## config.mk

```make
export PLATFORM = sky130hd
export DESIGN_NAME = locw_arb_flat
export DESIGN_NICKNAME = d
export VERILOG_FILES = /design/src/rtl/locw_arb_if.sv /design/src/rtl/locw_arb.sv /design/src/flat_wrapper.sv
export SDC_FILE = /design/constraint.sdc
export NUM_CORES = 1
export LEC_CHECK = 0
export ABC_AREA = 1
export BUFFER_PORTS_ARGS = -buffer_cell sky130_fd_sc_hd__buf_2
export CORE_MARGIN = 3
export CORE_UTILIZATION = 41
export CTS_BUF_LIST = sky130_fd_sc_hd__clkbuf_8
export CTS_CLUSTER_DIAMETER = 200
export DETAILED_ROUTE_END_ITERATION = 12
export HOLD_SLACK_MARGIN = 0.02
export MAX_ROUTING_LAYER = met4
export PLACE_DENSITY = 0.85
export SYNTH_ARGS = -nofsm -noshare
export SYNTH_HDL_FRONTEND = slang
export SYNTH_SLANG_ARGS = --single-unit
```

## constraint.sdc

```tcl
create_clock -name clk -period 1.1 [get_ports clk]
set_input_delay 0.11 -clock clk [delete_from_list [all_inputs] [get_ports clk]]
set_output_delay 0.11 -clock clk [all_outputs]
set_load 0.1 [all_outputs]
```

## src/rtl/locw_arb_if.sv

```systemverilog
// Local-write bus bundle: two byte-addressed requesters in, one registered
// word-addressed RAM write port out.
interface locw_arb_if #(
   parameter int LOC_AWIDTH = 32,
   parameter int LOC_DWIDTH = 32
);
   logic                  req0_vld;
   logic                  req0_rdy;
   logic [LOC_AWIDTH-1:0] req0_addr;
   logic [LOC_DWIDTH-1:0] req0_data;
   logic                  req1_vld;
   logic                  req1_rdy;
   logic [LOC_AWIDTH-1:0] req1_addr;
   logic [LOC_DWIDTH-1:0] req1_data;
   logic                  ram_wr_en;
   logic [LOC_AWIDTH-1:0] ram_wr_addr;
   logic [LOC_DWIDTH-1:0] ram_wr_data;
   logic                  ram_wr_src;
   logic                  ram_stall;

   modport master (
      output req0_vld, req0_addr, req0_data,
      output req1_vld, req1_addr, req1_data,
      output ram_stall,
      input  req0_rdy, req1_rdy,
      input  ram_wr_en, ram_wr_addr, ram_wr_data, ram_wr_src
   );

   modport slave (
      input  req0_vld, req0_addr, req0_data,
      input  req1_vld, req1_addr, req1_data,
      input  ram_stall,
      output req0_rdy, req1_rdy,
      output ram_wr_en, ram_wr_addr, ram_wr_data, ram_wr_src
   );
endinterface

```

## src/rtl/locw_arb.sv

```systemverilog
// Two-port round-robin arbiter feeding a single registered, stallable RAM
// write slot; keeps a completed-write counter and a sticky misalignment flag.
module locw_arb #(
   parameter int LOC_AWIDTH = 32,
   parameter int LOC_DWIDTH = 32
) (
   input  logic        clk,
   input  logic        rst,
   locw_arb_if.slave   bus,
   input  logic        err_clr,
   output logic        err_misalign,
   output logic [15:0] wr_cnt
);

   logic                  r_wr_en;
   logic [LOC_AWIDTH-1:0] r_wr_addr;
   logic [LOC_DWIDTH-1:0] r_wr_data;
   logic                  r_wr_src;
   logic                  r_last;
   logic                  r_err;
   logic [15:0]           r_cnt;

   logic                  w_slot_free;
   logic                  w_gnt0;
   logic                  w_gnt1;
   logic                  w_acc0;
   logic                  w_acc1;
   logic                  w_acc;
   logic                  w_misalign;
   logic [LOC_AWIDTH-1:0] w_sel_addr;
   logic [LOC_DWIDTH-1:0] w_sel_data;

   always_comb begin
      w_slot_free = !r_wr_en || !bus.ram_stall;
      // On a tie the requester that did not win last time gets the grant.
      w_gnt0      = bus.req0_vld && (!bus.req1_vld || r_last);
      w_gnt1      = bus.req1_vld && (!bus.req0_vld || !r_last);
      w_acc0      = w_gnt0 && w_slot_free && !rst;
      w_acc1      = w_gnt1 && w_slot_free && !rst;
      w_acc       = w_acc0 || w_acc1;
      w_sel_addr  = w_acc1 ? bus.req1_addr : bus.req0_addr;
      w_sel_data  = w_acc1 ? bus.req1_data : bus.req0_data;
      w_misalign  = w_acc && (w_sel_addr[1:0] != 2'b00);
      bus.req0_rdy = w_acc0;
      bus.req1_rdy = w_acc1;
   end

   always_ff @(posedge clk) begin
      if (rst) begin
         r_wr_en   <= 1'b0;
         r_wr_addr <= '0;
         r_wr_data <= '0;
         r_wr_src  <= 1'b0;
         r_last    <= 1'b1;
         r_err     <= 1'b0;
         r_cnt     <= '0;
      end else begin
         if (w_acc) begin
            r_wr_en   <= 1'b1;
            r_wr_addr <= {2'b00, w_sel_addr[LOC_AWIDTH-1:2]};
            r_wr_data <= w_sel_data;
            r_wr_src  <= w_acc1;
            r_last    <= w_acc1;
         end else if (w_slot_free) begin
            r_wr_en <= 1'b0;
         end
         if (r_wr_en && !bus.ram_stall) begin
            r_cnt <= r_cnt + 16'd1;
         end
         // A new misaligned accept outranks a simultaneous clear.
         if (w_misalign) begin
            r_err <= 1'b1;
         end else if (err_clr) begin
            r_err <= 1'b0;
         end
      end
   end

   assign bus.ram_wr_en   = r_wr_en;
   assign bus.ram_wr_addr = r_wr_addr;
   assign bus.ram_wr_data = r_wr_data;
   assign bus.ram_wr_src  = r_wr_src;
   assign err_misalign    = r_err;
   assign wr_cnt          = r_cnt;

endmodule

```

## src/flat_wrapper.sv

```systemverilog
// flat-port wrapper written by rule: the top's interface ports become plain ports
module locw_arb_flat 
#(
   parameter int LOC_AWIDTH = 32,
   parameter int LOC_DWIDTH = 32
)
  (clk, rst, err_clr, err_misalign, wr_cnt, bus_req0_vld, bus_req0_addr, bus_req0_data, bus_req1_vld, bus_req1_addr, bus_req1_data, bus_ram_stall, bus_req0_rdy, bus_req1_rdy, bus_ram_wr_en, bus_ram_wr_addr, bus_ram_wr_data, bus_ram_wr_src);
  locw_arb_if #(.LOC_AWIDTH(LOC_AWIDTH), .LOC_DWIDTH(LOC_DWIDTH)) bus_i ();
  input  logic clk;
  input  logic rst;
  input  logic err_clr;
  output logic err_misalign;
  output logic [15:0] wr_cnt;
  input wire logic [$bits(bus_i.req0_vld)-1:0] bus_req0_vld;
  input wire logic [$bits(bus_i.req0_addr)-1:0] bus_req0_addr;
  input wire logic [$bits(bus_i.req0_data)-1:0] bus_req0_data;
  input wire logic [$bits(bus_i.req1_vld)-1:0] bus_req1_vld;
  input wire logic [$bits(bus_i.req1_addr)-1:0] bus_req1_addr;
  input wire logic [$bits(bus_i.req1_data)-1:0] bus_req1_data;
  input wire logic [$bits(bus_i.ram_stall)-1:0] bus_ram_stall;
  output wire logic [$bits(bus_i.req0_rdy)-1:0] bus_req0_rdy;
  output wire logic [$bits(bus_i.req1_rdy)-1:0] bus_req1_rdy;
  output wire logic [$bits(bus_i.ram_wr_en)-1:0] bus_ram_wr_en;
  output wire logic [$bits(bus_i.ram_wr_addr)-1:0] bus_ram_wr_addr;
  output wire logic [$bits(bus_i.ram_wr_data)-1:0] bus_ram_wr_data;
  output wire logic [$bits(bus_i.ram_wr_src)-1:0] bus_ram_wr_src;
  assign bus_i.req0_vld = bus_req0_vld;
  assign bus_i.req0_addr = bus_req0_addr;
  assign bus_i.req0_data = bus_req0_data;
  assign bus_i.req1_vld = bus_req1_vld;
  assign bus_i.req1_addr = bus_req1_addr;
  assign bus_i.req1_data = bus_req1_data;
  assign bus_i.ram_stall = bus_ram_stall;
  assign bus_req0_rdy = bus_i.req0_rdy;
  assign bus_req1_rdy = bus_i.req1_rdy;
  assign bus_ram_wr_en = bus_i.ram_wr_en;
  assign bus_ram_wr_addr = bus_i.ram_wr_addr;
  assign bus_ram_wr_data = bus_i.ram_wr_data;
  assign bus_ram_wr_src = bus_i.ram_wr_src;
  locw_arb #(.LOC_AWIDTH(LOC_AWIDTH), .LOC_DWIDTH(LOC_DWIDTH)) u_core (.clk(clk), .rst(rst), .bus(bus_i), .err_clr(err_clr), .err_misalign(err_misalign), .wr_cnt(wr_cnt));
endmodule
```

==> run summary <==
The count of final hold-check violations was 0. The CTS H-tree depth is 3. By count the netlist is led by sky130_fd_sc_hd__nand2_1, sky130_fd_sc_hd__dfxtp_1, sky130_fd_sc_hd__a21oi_1. The minimum clock period after layout came out at 1.554 ns.

The global-route total usage across every layer came out at 28.84%. In this run the tightest slew margin relative to its limit is roughly 57%. The setup-violating endpoint count in the final report is 90. The number of max-slew violations in the final report is 0. The die height is 103.8 um. The max capacitance violation total is 0. After the first detailed-routing iteration, the DRC count stood at 467.

The setup path with the least slack is of type flip-flop to flip-flop. The routed via count divided by cell count came out at 5.532. The non-filler instance count after layout is 1,028.

Based on the critical path, the design can be clocked at up to 643.5 MHz. The top cell type's share of synthesized area came out at 41.84%. The sequential-to-total area share from yosys stat is 41.84%. The cell area power density is 1199 nW/um^2.

Of all cell types, the one taking the most synthesized area is sky130_fd_sc_hd__dfxtp_1. The area added between synthesis and finish came out at 115.4%. Across all setup checks in the final design, the least slack found is -0.4539 ns. The average cell area after synthesis came out at 6.298 sq um. The peak fanout along the critical path is 8. Of the available clock period, the critical path in the final layout requires 141.3%. The number of cells after detailed placement is between 900 and 1,000. The most used flip-flop cell after synthesis is sky130_fd_sc_hd__dfxtp_1. In this run, CTS created clock tree buffers numbering 9. The path type of the worst min-delay path is input pin to flip-flop.

Setup repair after global routing could not meet its margin everywhere. The number of antenna violations at the first check in global routing is 1. Cells fill 91.05% of the core in the end. The DRC violation count after routing is 0. The number of rows in the core area is 35. The number of top-level pins came out at 219. The cell count after synthesis came out at 623.

For the worst-skew pair, the clock arrives at the later sink with an insertion delay of 0.35 ns. STA classifies the critical path startpoint as a flip-flop. The die area came out at between 10,000 and 15,000 sq um. The number of detailed-route iterations in the first pass came out at 5. The clock-pin slew on the worst setup and hold paths is 0.10 ns. The slew at the pin closest to its max-slew limit came out at ~0.65 ns. The post-route netlist has 58.37% of its cells at a drive strength greater than 1. The data arrival time of the worst path is between 1.5 and 2 ns. The total via count in the routed design is 5,687. The cell area after technology mapping is 3924 sq um. The maximum resistive drop on vdd is 0.7989 mV. In this run the tool buffered the top-level ports with between 200 and 250 buffer cells.

The checks that failed: negative setup slack. Summing all placed instances gives a cell area of 6764 sq um. The static leakage power came out at 0.003984 uW. The die boundary width came out at 103.8 um.

The starting utilization of the core area is 42.26%. The post-DP HPWL came out at 10.46 mm. The data required time at the worst endpoint is about 1.4 ns. The total number of nets in the final design came out at 1,026.

The total power of the final layout is roughly 10,000 uW. The number of enable flip-flop cells after synthesis is 0. On the final layout, the worst clock skew is 0.01709 ns.

STA classifies the critical path endpoint as a flip-flop. The flip-flop and latch count after synthesis is 82. The flow ran to the end, but the final reports show violations. The wire length of the first global-routing pass came out at between 20 and 25 mm. During synthesis, Yosys emitted a total of 0 warnings. The finished cells cover 8453 sq um.

Counting flops with an async set or reset pin after synthesis yields a share of 0%. The final weighted congestion of routability-driven global placement came out at 0.9057. The root buffer cell chosen for the clock tree is sky130_fd_sc_hd__clkbuf_8.

The number of antenna-violating nets in the routed design came out at 0. The overall overflow remaining after global route came out at 0. The maximum number of buffers from clock root to sink came out at 2. TritonCTS built the clock tree.

The total number of clock tree sinks came out at 82. The average wire length per cell after detail routing is around 20 um. In this run, distinct cell masters in the synthesized netlist total 27. In the post-synthesis netlist, the biggest area contributors are sky130_fd_sc_hd__dfxtp_1, sky130_fd_sc_hd__nand2_1, sky130_fd_sc_hd__a21oi_1.

The number of global-route vias before repair is 5,097. Among all cell types in the netlist, the one instantiated most often is sky130_fd_sc_hd__nand2_1. The final wirelength is roughly 21 mm. Entering global routing, the biggest net connects 46 pins.

The placeable core region came out at 9284 sq um.
==> report_power, final <==
| part | internal, uW | total, uW | switching, uW |
|---|---|---|---|
| Clock | 1490 | 2670 | 1180 |
| Sequential | 3130 | 3340 | 217 |
| Combinational | 1580 | 4120 | 2540 |
==> area by class of cell <==
type                       count  area, sq um
antenna                        3        7.507
timing repair buffer         292         3390
sequential                    82         1693
tap                          129        161.4
clock buffer                   9        123.9
fill                         351        830.8
clock inverter                 7        108.9
inverter                      28        126.4
multi-input combinational    478         2843
==> layout by cell type, fill, tap and decap left out, types with 2 or more instances in the layout <==
master                      synthesis  routed
sky130_fd_sc_hd__nor2_4             1       7
sky130_fd_sc_hd__nor2_1            23      18
sky130_fd_sc_hd__a21oi_1           71      28
sky130_fd_sc_hd__o21a_1             2       2
sky130_fd_sc_hd__buf_12             0      97
sky130_fd_sc_hd__clkbuf_16          0       6
sky130_fd_sc_hd__conb_1             1       2
sky130_fd_sc_hd__nand3_2            0       4
sky130_fd_sc_hd__nand3_4            1       5
sky130_fd_sc_hd__o21ai_1            1       2
sky130_fd_sc_hd__nand3_1           11       3
sky130_fd_sc_hd__dfxtp_4            0      11
sky130_fd_sc_hd__nor3_1             5       3
sky130_fd_sc_hd__nand2_1          346     226
sky130_fd_sc_hd__nand2_4            1      43
sky130_fd_sc_hd__buf_16             0       4
sky130_fd_sc_hd__buf_6              0      29
sky130_fd_sc_hd__inv_1             24      22
sky130_fd_sc_hd__dfxtp_2            0       8
sky130_fd_sc_hd__nand2_2            0      77
sky130_fd_sc_hd__a21oi_2            0      43
sky130_fd_sc_hd__clkbuf_8           0       9
sky130_fd_sc_hd__bufinv_16          0       3
sky130_fd_sc_hd__dfxtp_1           82      63
sky130_fd_sc_hd__nand4_1            2       2
sky130_fd_sc_hd__o21ai_2            0       3
sky130_fd_sc_hd__buf_4              9      20
sky130_fd_sc_hd__inv_2              2       5
sky130_fd_sc_hd__buf_2             19     133
sky130_fd_sc_hd__diode_2            0       3
sky130_fd_sc_hd__buf_8              0       3
==> stage by stage <==
step	setup TNS, ns	hold WS (ns)	worst slack, ns
CTS	-17.23	0.02215	-0.2867
global route	-29.89	0.05670	-0.4816
global placement	-6.883	0.3663	-0.1431
finish	-25.06	0.06087	-0.4539
floorplan	-21.70	0.2733	-0.4698
detailed placement	-10.43	0.3805	-0.2071
==> kinds of logic after synthesis <==
| family | after synthesis | synth area share, % |
|---|---|---|
| AO/OA/AOI/OAI | 80 | 10.40 |
| AND/OR/NAND/NOR | 395 | 39.67 |
| flip-flops | 82 | 41.84 |
| other | 1 | 0.09557 |
| adder cells (fa/ha/maj) | 1 | 0.3188 |
| buffers and inverters | 64 | 7.685 |
==> worst max-delay path, stage by stage, from the launching register on <==
cell and delay (ns):
sky130_fd_sc_hd__dfxtp_4 0.37, sky130_fd_sc_hd__nand2_4 0.10, sky130_fd_sc_hd__nand4_4 0.11, sky130_fd_sc_hd__buf_6 0.15
sky130_fd_sc_hd__nand2_8 0.10, sky130_fd_sc_hd__buf_12 0.17, sky130_fd_sc_hd__clkbuf_16 0.18, sky130_fd_sc_hd__nand2_1 0.08
sky130_fd_sc_hd__a21oi_1 0.21
==> layer usage <==
layer,GRT usage [%],routed length [um]
met1,31.05,6855
met2,52.83,10720
met3,4.860,1679
met4,10.92,1543
met5,-,0
==> flip-flops by register name, indices dropped and copies added (netlist names) <==
| register | flops |
|---|---|
| u_core.bus.ram_wr_data | 32 |
| u_core.bus.ram_wr_addr | 30 |
| u_core.wr_cnt | 16 |
| u_core.bus.ram_wr_en | 1 |
| u_core.r_last | 1 |
| u_core.bus.ram_wr_src | 1 |
| u_core.err_misalign | 1 |
==> path summary, 6_finish.rpt <==
kind | start | end | slack (ns) | cells after the start
max | u_core.bus.ram_wr_en | u_core.bus.ram_wr_addr[15] | -0.45 | 8
max reg2reg | u_core.bus.ram_wr_en | u_core.bus.ram_wr_addr[15] | -0.45 | 8
min | err_clr | u_core.err_misalign | 0.06 | 4
min reg2reg | u_core.bus.ram_wr_src | u_core.bus.ram_wr_src | 0.49 | 2
==> repair_timing <==
action                                  CTS  global route
hold buffers                              0             0
gates cloned                              6             7
endpoints found under the setup margin   88            92
gates resized for setup                  84           198
buffers inserted                         19            12
pin swaps                                19            77
No activity file was read; power rests on OpenSTA's default activity.
